## config.mk

```make
export PLATFORM = sky130hd
export DESIGN_NAME = ctrl_sequencer
export DESIGN_NICKNAME = d
export VERILOG_FILES = /design/src/rtl/ctrl_pkg.sv /design/src/rtl/ctrl_timeout_cnt.sv /design/src/rtl/ctrl_sequencer.sv
export SDC_FILE = /design/constraint.sdc
export NUM_CORES = 1
export LEC_CHECK = 0
export BUFFER_PORTS_ARGS = -buffer_cell sky130_fd_sc_hd__buf_2
export CORE_AREA = 2 2 56 97
export CTS_BUF_LIST = sky130_fd_sc_hd__clkbuf_8
export DETAILED_ROUTE_END_ITERATION = 10
export DIE_AREA = 0 0 58 99
export GPL_ROUTABILITY_DRIVEN = 1
export PLACE_DENSITY = 0.75
export SLEW_MARGIN = 20
export SYNTH_ARGS = -nofsm -noshare
export SYNTH_HDL_FRONTEND = slang
export SYNTH_SLANG_ARGS = --single-unit
```

## constraint.sdc

```tcl
create_clock -name clk -period 1.95 [get_ports clk]
set_input_delay 0.2925 -clock clk [delete_from_list [all_inputs] [get_ports clk]]
set_output_delay 0.2925 -clock clk [all_outputs]
set_load 0.05 [all_outputs]
```

## src/rtl/ctrl_pkg.sv

```systemverilog
// ctrl_pkg: shared opcodes, state encoding, pc_sel codes and ALU constants for ctrl_sequencer
package ctrl_pkg;
  typedef logic [2:0] state_t;
  localparam state_t S_IDLE   = 3'd0;
  localparam state_t S_FETCH  = 3'd1;
  localparam state_t S_DECODE = 3'd2;
  localparam state_t S_EXEC   = 3'd3;
  localparam state_t S_MEM    = 3'd4;
  localparam state_t S_WB     = 3'd5;
  localparam state_t S_STOP   = 3'd6;
  localparam state_t S_FAULT  = 3'd7;
  localparam logic [5:0] OP_ALU  = 6'd0;
  localparam logic [5:0] OP_ALUI = 6'd1;
  localparam logic [5:0] OP_LD   = 6'd2;
  localparam logic [5:0] OP_ST   = 6'd3;
  localparam logic [5:0] OP_BZ   = 6'd4;
  localparam logic [5:0] OP_J    = 6'd5;
  localparam logic [5:0] OP_HALT = 6'd63;
  localparam logic [1:0] PC_INC = 2'd0;
  localparam logic [1:0] PC_BR  = 2'd1;
  localparam logic [1:0] PC_JMP = 2'd2;
  localparam logic [4:0] ALU_ADD = 5'd0;
  function automatic logic is_legal(input logic [5:0] o);
    return o <= OP_J || o == OP_HALT;
  endfunction
endpackage

```

## src/rtl/ctrl_timeout_cnt.sv

```systemverilog
// ctrl_timeout_cnt: memory-request watchdog; clk, rst_n (sync, active-low), req/ack in, expired out
module ctrl_timeout_cnt #(
  parameter int unsigned TIMEOUT_CYCLES = 16
) (
  input  logic clk,
  input  logic rst_n,
  input  logic req,
  input  logic ack,
  output logic expired
);
  localparam int W = $clog2(TIMEOUT_CYCLES + 1);
  logic [W-1:0] cnt;
  // Clearing on every ack and on every non-request cycle restarts the count on each entry to FETCH/MEM.
  always_ff @(posedge clk) begin
    if (!rst_n || !req || ack) cnt <= '0;
    else cnt <= cnt + 1'b1;
  end
  // An ack in the expiry cycle wins.
  assign expired = req && !ack && cnt == W'(TIMEOUT_CYCLES - 1);
endmodule

```

## src/rtl/ctrl_sequencer.sv

```systemverilog
// ctrl_sequencer: multi-cycle fetch/decode/exec/mem/wb control FSM. Inputs clk, rst_n (sync, active-low), run, op, fn, zero, mem_ack; outputs mem_req, mem_we, addr_sel, ir_we, pc_we, pc_sel, alu_src_imm, alu_op, rf_we, rf_wsel, halted, illegal, instret. Optional CTRL_MEM_TIMEOUT_EN adds the watchdog and FAULT state.
module ctrl_sequencer
  import ctrl_pkg::*;
#(
  parameter int unsigned TIMEOUT_CYCLES = 16,
  parameter int unsigned CNT_W = 32
) (
  input  logic             clk,
  input  logic             rst_n,
  input  logic             run,
  input  logic [5:0]       op,
  input  logic [10:0]      fn,
  input  logic             zero,
  input  logic             mem_ack,
  output logic             mem_req,
  output logic             mem_we,
  output logic             addr_sel,
  output logic             ir_we,
  output logic             pc_we,
  output logic [1:0]       pc_sel,
  output logic             alu_src_imm,
  output logic [4:0]       alu_op,
  output logic             rf_we,
  output logic             rf_wsel,
  output logic             halted,
  output logic             illegal,
  output logic [CNT_W-1:0] instret
);
  state_t state, next;
  logic [5:0] op_q;
  logic illegal_q, expired, retire;
  logic in_fetch, in_exec, in_mem, in_wb;
  logic is_alu, is_mem_op, is_ctl;
  assign in_fetch  = state == S_FETCH;
  assign in_exec   = state == S_EXEC;
  assign in_mem    = state == S_MEM;
  assign in_wb     = state == S_WB;
  assign is_alu    = op_q == OP_ALU || op_q == OP_ALUI;
  assign is_mem_op = op_q == OP_LD || op_q == OP_ST;
  assign is_ctl    = op_q == OP_BZ || op_q == OP_J;
  always_comb begin
    next = state;
    case (state)
      S_IDLE:   next = run ? S_FETCH : S_IDLE;
      S_FETCH:  next = mem_ack ? S_DECODE : expired ? S_FAULT : S_FETCH;
      S_DECODE: next = S_EXEC;
      S_EXEC:   next = is_alu ? S_WB : is_mem_op ? S_MEM : is_ctl ? S_FETCH : S_STOP;
      S_MEM:    next = mem_ack ? (op_q == OP_LD ? S_WB : S_FETCH) : expired ? S_FAULT : S_MEM;
      S_WB:     next = S_FETCH;
      default:  next = state;
    endcase
  end
  assign mem_req     = in_fetch || in_mem;
  assign mem_we      = in_mem && op_q == OP_ST;
  assign addr_sel    = in_mem;
  assign ir_we       = in_fetch && mem_ack;
  assign pc_we       = ir_we || (in_exec && (op_q == OP_J || (op_q == OP_BZ && zero)));
  assign pc_sel      = !in_exec ? PC_INC : op_q == OP_J ? PC_JMP : op_q == OP_BZ ? PC_BR : PC_INC;
  assign alu_src_imm = (in_exec || in_mem) && (op_q == OP_ALUI || is_mem_op);
  assign alu_op      = in_exec && op_q == OP_ALU ? fn[4:0] : ALU_ADD;
  assign rf_we       = in_wb;
  assign rf_wsel     = in_wb && op_q == OP_LD;
  assign halted      = state == S_STOP || state == S_FAULT;
  assign illegal     = state == S_STOP && illegal_q;
  assign retire      = (in_exec && (is_ctl || op_q == OP_HALT)) || (in_mem && mem_ack && op_q == OP_ST) || in_wb;
  always_ff @(posedge clk) begin
    if (!rst_n) begin
      state     <= S_IDLE;
      op_q      <= OP_ALU;
      illegal_q <= 1'b0;
      instret   <= '0;
    end else begin
      state <= next;
      if (state == S_DECODE) op_q <= op;
      if (in_exec && !is_legal(op_q)) illegal_q <= 1'b1;
      if (retire) instret <= instret + CNT_W'(1);
    end
  end
`ifdef CTRL_MEM_TIMEOUT_EN
  ctrl_timeout_cnt #(.TIMEOUT_CYCLES(TIMEOUT_CYCLES)) u_wdog (
    .clk(clk),
    .rst_n(rst_n),
    .req(mem_req),
    .ack(mem_ack),
    .expired(expired)
  );
  logic unused_fn;
  assign unused_fn = ^fn[10:5];
`else
  logic unused_cfg;
  assign expired = 1'b0;
  assign unused_cfg = ^{fn[10:5], TIMEOUT_CYCLES};
`endif
endmodule

```

==> results of run 1 <==
==> worst max path at each step <==
stage	startpoint	end	depth (start not counted)
2_1_floorplan	state[1]$_SDFFE_PN0P_	pc_we	4
3_3_place_gp	op_q[5]$_SDFFE_PN0P_	instret[6]$_SDFFE_PN0P_	6
3_5_place_dp	op_q[5]$_SDFFE_PN0P_	instret[4]$_SDFFE_PN0P_	7
4_1_cts	op_q[4]$_SDFFE_PN0P_	alu_op[2]	6
5_1_grt	op_q[4]$_SDFFE_PN0P_	alu_op[2]	6
6_report	op_q[4]$_SDFFE_PN0P_	alu_op[2]	6
==> flip-flops by register name, indices dropped and copies added (netlist names) <==
signal     count
instret       32
illegal_q      1
state          3
op_q           6
==> power breakdown <==
group          internal [W]  switching, W
clock              0.000241      0.000298
combinational      0.000103      0.000131
sequential         0.000866     0.0000126
==> kinds of logic (layout without fill, tap and decap cells) <==
kind of cell / Yosys count / count (layout)
xor gates and xnor gates: 3 / 3
and+or+nand+nor: 121 / 121
AOI/OAI and AO/OA: 75 / 75
buffers and inverters: 23 / 108
DFF: 42 / 42
adders and majority gates: 1 / 1
muxes: 6 / 6
==> cell usage in the layout (no fill, tap or decap), types with 2 or more instances in the layout <==
cell	instances
nand3_1	9
and2_1	4
nor4_4	3
or3_1	10
nand3b_1	3
nand3_2	2
buf_8	5
o21a_1	2
buf_4	27
nand2_1	16
dfxtp_1	19
nor2_1	22
buf_12	2
xnor2_1	2
or4_1	16
or2_2	2
dfxtp_2	22
buf_2	53
mux2i_1	6
buf_6	4
o21ai_0	13
clkbuf_8	5
nor3_1	2
a21oi_1	31
o31ai_1	17
and2_4	5
and3_1	4
inv_1	8
and4_1	2
nand4_1	8
clkinv_2	2
a31oi_1	2
==> per-stage QoR <==
step | setup TNS, ns | setup WS (ns)
2_1_floorplan | -0.08248 | -0.02524
3_3_place_gp | -0.02636 | -0.01079
3_5_place_dp | -0.5014 | -0.04641
4_1_cts | -0.4301 | -0.08289
5_1_grt | -2.851 | -0.1350
6_report | -0.4795 | -0.05832
==> per-layer routing <==
layer / share of wire / vias up / wire length, um / track usage
met3: 0.053 / 11 / 341 / 0.04462
met2: 0.56 / 93 / 3596 / 0.4152
met4: 0.018 / 0 / 114 / 0.1216
li1: - / 1200 / - / -
met1: 0.37 / 1157 / 2387 / 0.2374
met5: 0 / - / 0 / 0
==> timing repair <==
action	in CTS	in global routing
gates cloned	1	0
pin swaps	14	1
setup endpoints to repair	28	35
gates resized for setup	26	19
buffers inserted	3	1
==> cell type report <==
type                    count  area (um^2)  area share
clock buffers               5        68.82     0.02229
clock inverters             2        10.01    0.003241
inverters                   8        30.03    0.009724
multi-input cells         206         1371      0.4441
flip-flops and latches     42        872.1      0.2824
well taps                  54        67.56     0.02188
repair buffers             93        668.1      0.2164
==> critical path, delay by kind of cell (launching register included) <==
kind	cells	cell delay, ns
buffers and inverters	3	0.47
flip-flops	1	0.36
AND/OR/NAND/NOR	3	0.61
==> flow_metrics.py, run 1 <==
metrics = {
    "synth": {
        "synthTopCellsByArea": "dfxtp_1 (38%), a21oi_1 (7.0%), o31ai_1 (5.7%)",
        "synthCells": 271,
        "yosys-mux-area-fraction": 0.02692,
        "yosys.area_share.adder": 0.005609,
        "syn_area_um2": 2231,
        "synth-xor-area-share": 0.01178,
        "synth.distinct_cells": 50,
        "async_reset_ff_frac": 0,
        "ys_ff_latch": 42,
        "ys_seq_area_frac": 0.3769,
        "ys.flop_type": "dfxtp_1",
        "syn_nets": 294,
        "synth-compound-area-share": 0.2081,
        "yosys_warnings": 0,
        "synth.most_common_cell": "dfxtp_1",
        "avgSynthCellArea_um2": 8.232,
        "synth_edf_count": 0,
        "yosys.area.top_type_share": 0.3769,
        "synth_common_cells": "dfxtp_1 (42), a21oi_1 (31), nor2_1 (23), nand2_1 (17), o31ai_1 (17)",
        "yosysTopAreaCell": "dfxtp_1",
        "synth_simple_gate_area_share": 0.3247,
        "synth_top_family_by_area": "simple AND/OR/NAND/NOR gates",
    },
    "floorplan": {
        "core_area_um2": 4935,
        "pin_count": 71,
        "dieArea_um2": 5742,
        "num_rows": 34,
        "initial_core_util": 0.4521,
        "die_y_um": 99,
        "die-width_um": 58,
    },
    "sta": {
        "skew_ns": 0.008664,
        "tightest_slew_ns": 0.6114,
        "whs_ns": 0.2366,
        "finalCritPeriodShare": 1.030,
        "setup_ws_ns": -0.05832,
        "fmaxAchievable_mhz": 497.9,
        "setup_viol": 23,
        "rsz0062_at_grt": "yes",
        "relSlewSlack": 0.5819,
        "layout_min_cycle_time_ns": 2.008,
        "maxSlewViolCount": 0,
        "hold_viol": 0,
    },
    "clocking": {
        "cts_buffer_depth": 2,
        "cts_sinks": 42,
        "clk_latency_ns": 0.29,
        "ctsHoldBuffers": 0,
        "cts_tree": "built",
        "cts_buffers": 5,
        "cts_root_buffer": "clkbuf_8",
        "path_clk_slew_ns": 0.08,
        "htreeDepth": 2,
    },
    "global_routing": {
        "grt_pass1_vias": 2362,
        "antenna_found_initial": 0,
        "grt_pass1_wl_um": 10490,
        "grtUsageTotal": 0.2287,
        "overflow": 0,
        "grt_max_degree": 32,
    },
    "power": {
        "power_density_nw_per_um2": 534.8,
        "leakage_nw": 1.266,
        "p_total_w": 0.001651,
        "max-vdd-ir-drop_uv": 417.0,
    },
    "worst_setup_path": {
        "reg2reg_depth": 6,
        "path_max_fanout": 5,
        "worstReg2RegEnd": "instret[15]$_SDFFE_PN0P_",
        "critPathLaunchType": "flip-flop",
        "worstReg2RegStart": "op_q[4]$_SDFFE_PN0P_",
        "crit_arrival_ns": 1.72,
        "crit_path_top_delay_cell": "dfxtp_4",
        "crit_top_cell": "buf_4",
        "required_ns": 1.66,
        "path_cells": "nor4_4 -> buf_4 -> nor4b_4 -> buf_4 -> and2_4 -> buf_8",
        "crit_type": "reg2out",
        "cp-end-kind": "primary output",
        "r2r_slack_ns": -0.04,
        "slowest_delay_ns": 0.36,
    },
    "placement": {
        "numPortBuffers": 64,
        "dp_cells": 398,
        "placed_area_um2": 2808,
        "hpwl_um": 4332,
        "routabilityCongestion": 0.7732,
    },
    "finish": {
        "fin_nets": 379,
        "syn2layout_area_growth_pct": 38.42,
        "final_cell_area_um2": 3088,
        "post-route-util": 0.6258,
        "fillers": 426,
        "finalNonFillerCells": 410,
        "drive_above_1_share": 0.4017,
        "antennaDiodeCount": 0,
    },
    "hold_path": {
        "worstHoldPathType": "in2reg",
        "hold_path_depth": 2,
        "whs_endpoint": "instret[21]$_SDFFE_PN0P_",
        "min_from": "rst_n",
    },
    "route": {
        "vias": 2461,
        "routed_wirelength_um": 6440,
        "routedWlPerCell_um": 15.71,
        "drt_iter0_markers": 176,
        "drtPass1Iterations": 4,
        "antenna_left": 0,
        "via_per_inst": 6.002,
        "drc": 0,
    },
    "outcome": {
        "status": "finished, violations left",
        "violations": "setup timing",
    },
    "job": {
        "cap_violations": 0,
    },
}
Power figures use the tool's default switching activity.
==> run 2: changes to the inputs <==
Settings changed: PLACE_DENSITY 0.75 to 0.87, TNS_END_PERCENT from default to 100.
==> run 2 against run 1 <==
The run still ends with setup timing left. Core utilization rose by 8.3 points. Count of clock-buffer cells in the layout did not move. Clock skew rose by 0.0030 ns. Die area did not move. Largest power group unchanged.
==> flow_metrics.py, run 2 (same netlist as run 1, synthesis figures left out) <==
metrics = {
    "outcome": {
        "status": "finished, violations left",
        "violations": "setup timing",
    },
    "finish": {
        "syn2layout_area_growth_pct": 56.81,
        "final_cell_area_um2": 3498,
        "post-route-util": 0.7089,
        "drive_above_1_share": 0.5399,
        "antennaDiodeCount": 0,
        "final_cell_mix": "buf_2 (53), buf_4 (24), nor2_1 (23), dfxtp_2 (23)",
        "layout_commonest_cell": "buf_2",
        "largest_reg_flops": 32,
        "finalNonFillerCells": 417,
        "fin_nets": 385,
        "multi_input_area_um2": 1625,
        "seqCellArea_um2": 880.8,
        "fillers": 327,
        "largestRegisters": "instret x32, op_q x6, state x3",
        "regMostFlops": "instret",
    },
    "global_routing": {
        "grt_pass1_wl_um": 10610,
        "grt_pass1_vias": 2383,
        "grt_max_degree": 41,
        "antenna_found_initial": 0,
        "overflow": 0,
        "grtUsageTotal": 0.2302,
    },
    "clocking": {
        "cts_sinks": 42,
        "cts_tree": "built",
        "path_clk_slew_ns": 0.09,
        "clk_latency_ns": 0.31,
        "htreeDepth": 2,
        "cts_buffer_depth": 2,
        "cts_buffers": 5,
        "cts_root_buffer": "clkbuf_8",
    },
    "route": {
        "wl_met2_um": 4357,
        "via_per_inst": 6.403,
        "routedWlPerCell_um": 19.32,
        "drt_iter0_markers": 107,
        "antenna_left": 0,
        "wl_met1_um": 2840,
        "drtPass1Iterations": 8,
        "drc": 0,
        "wl_met3_um": 506,
        "highest_layer": "met4",
        "routed_wirelength_um": 8058,
        "vias": 2670,
    },
    "floorplan": {
        "pin_count": 71,
        "core_area_um2": 4935,
        "die-width_um": 58,
        "initial_core_util": 0.4521,
        "die_y_um": 99,
        "dieArea_um2": 5742,
        "num_rows": 34,
    },
    "sta": {
        "hold_viol": 0,
        "relSlewSlack": 0.5486,
        "fmaxAchievable_mhz": 468.7,
        "skew_ns": 0.01166,
        "tightest_slew_ns": 0.6601,
        "setup_ws_ns": -0.1834,
        "layout_min_cycle_time_ns": 2.133,
        "finalCritPeriodShare": 1.094,
        "maxSlewViolCount": 0,
        "setup_viol": 32,
        "rsz0062_at_grt": "yes",
    },
    "placement": {
        "placed_area_um2": 2785,
        "numPortBuffers": 64,
        "dp_cells": 395,
        "hpwl_um": 4318,
        "preCtsSetupSlack_ns": -0.1187,
        "routabilityCongestion": 0.8039,
    },
    "worst_setup_path": {
        "cp-end-kind": "flip-flop",
        "crit_path_top_delay_cell": "or4_4",
        "critPathLaunchType": "flip-flop",
        "required_ns": 2.18,
        "slowest_delay_ns": 0.52,
        "reg2reg_depth": 6,
        "crit_type": "reg2reg",
        "r2r_slack_ns": -0.18,
        "worstReg2RegStart": "op_q[4]$_SDFFE_PN0P_",
        "crit_arrival_ns": 2.37,
        "path_cells": "nor4_4 -> a31oi_2 -> o22a_4 -> clkbuf_16 -> or4_4 -> a21oi_2",
        "worstReg2RegEnd": "instret[12]$_SDFFE_PN0P_",
        "cp.depth": 6,
        "crit_buf_inv": 1,
        "crit_family": "simple AND/OR/NAND/NOR gates",
        "path_max_fanout": 6,
    },
    "power": {
        "leakage_nw": 1.380,
        "p_total_w": 0.001745,
        "power_density_nw_per_um2": 498.7,
        "max-vdd-ir-drop_uv": 544.7,
    },
    "hold_path": {
        "hold_path_depth": 2,
        "min_from": "rst_n",
        "worstHoldPathType": "in2reg",
        "whs_endpoint": "instret[21]$_SDFFE_PN0P_",
    },
    "job": {
        "cap_violations": 0,
    },
}
==> run 2: timing repair <==
item | 4_1_cts | 5_1_grt
resized for setup | 32 | 79
setup buffers | 3 | 8
gates cloned | 1 | 4
endpoints found under the setup margin | 26 | 39
hold buffers | 0 | 0
pin swaps | 13 | 41
==> run 2: area by class of cell <==
class,count,share of cell area
Tap cell,54,0.01931
Multi-Input combinational cell,206,0.4646
Inverter,8,0.008584
Clock inverter,3,0.007153
Clock buffer,5,0.01967
Timing Repair Buffer,99,0.2289
Sequential cell,42,0.2518
==> run 2: worst reg2reg max path, delay by kind of cell, from the launching register on <==
family | cells | cell delay [ns]
AND/OR/NAND/NOR | 2 | 0.84
AO/OA/AOI/OAI | 3 | 0.68
flip-flops | 1 | 0.36
buffers and inverters | 1 | 0.18
==> run 2: where the power goes <==
part | total (W) | switching [W] | internal, W
logic | 0.000261 | 0.000149 | 0.000112
registers | 0.000885 | 0.0000184 | 0.000866
clock network | 0.000599 | 0.000341 | 0.000259
==> run 2: worst max path at each step <==
stage,start,end,slack (ns)
finish,op_q[4]$_SDFFE_PN0P_,instret[12]$_SDFFE_PN0P_,-0.18
global route,op_q[4]$_SDFFE_PN0P_,alu_op[2],-0.23
CTS,op_q[4]$_SDFFE_PN0P_,alu_op[4],-0.11
detailed placement,op_q[5]$_SDFFE_PN0P_,instret[10]$_SDFFE_PN0P_,-0.12
global placement,op_q[5]$_SDFFE_PN0P_,instret[19]$_SDFFE_PN0P_,-0.004
floorplan,state[1]$_SDFFE_PN0P_,pc_we,-0.03
==> run 2: metrics by stage <==
step	hold slack, ns	TNS, ns
after floorplan	0.4102	-0.08248
after global placement	0.4473	-0.007654
after detailed placement	0.4702	-0.9679
after CTS	0.2243	-1.522
after global routing	0.2258	-5.128
final	0.2221	-3.357
==> run 2: metal layers <==
metal / global-route usage / vias to the layer above
li1: - / 1207
met1: 0.2365 / 1272
met2: 0.4266 / 153
met3: 0.04724 / 38
met4: 0.1073 / 0
met5: 0 / -
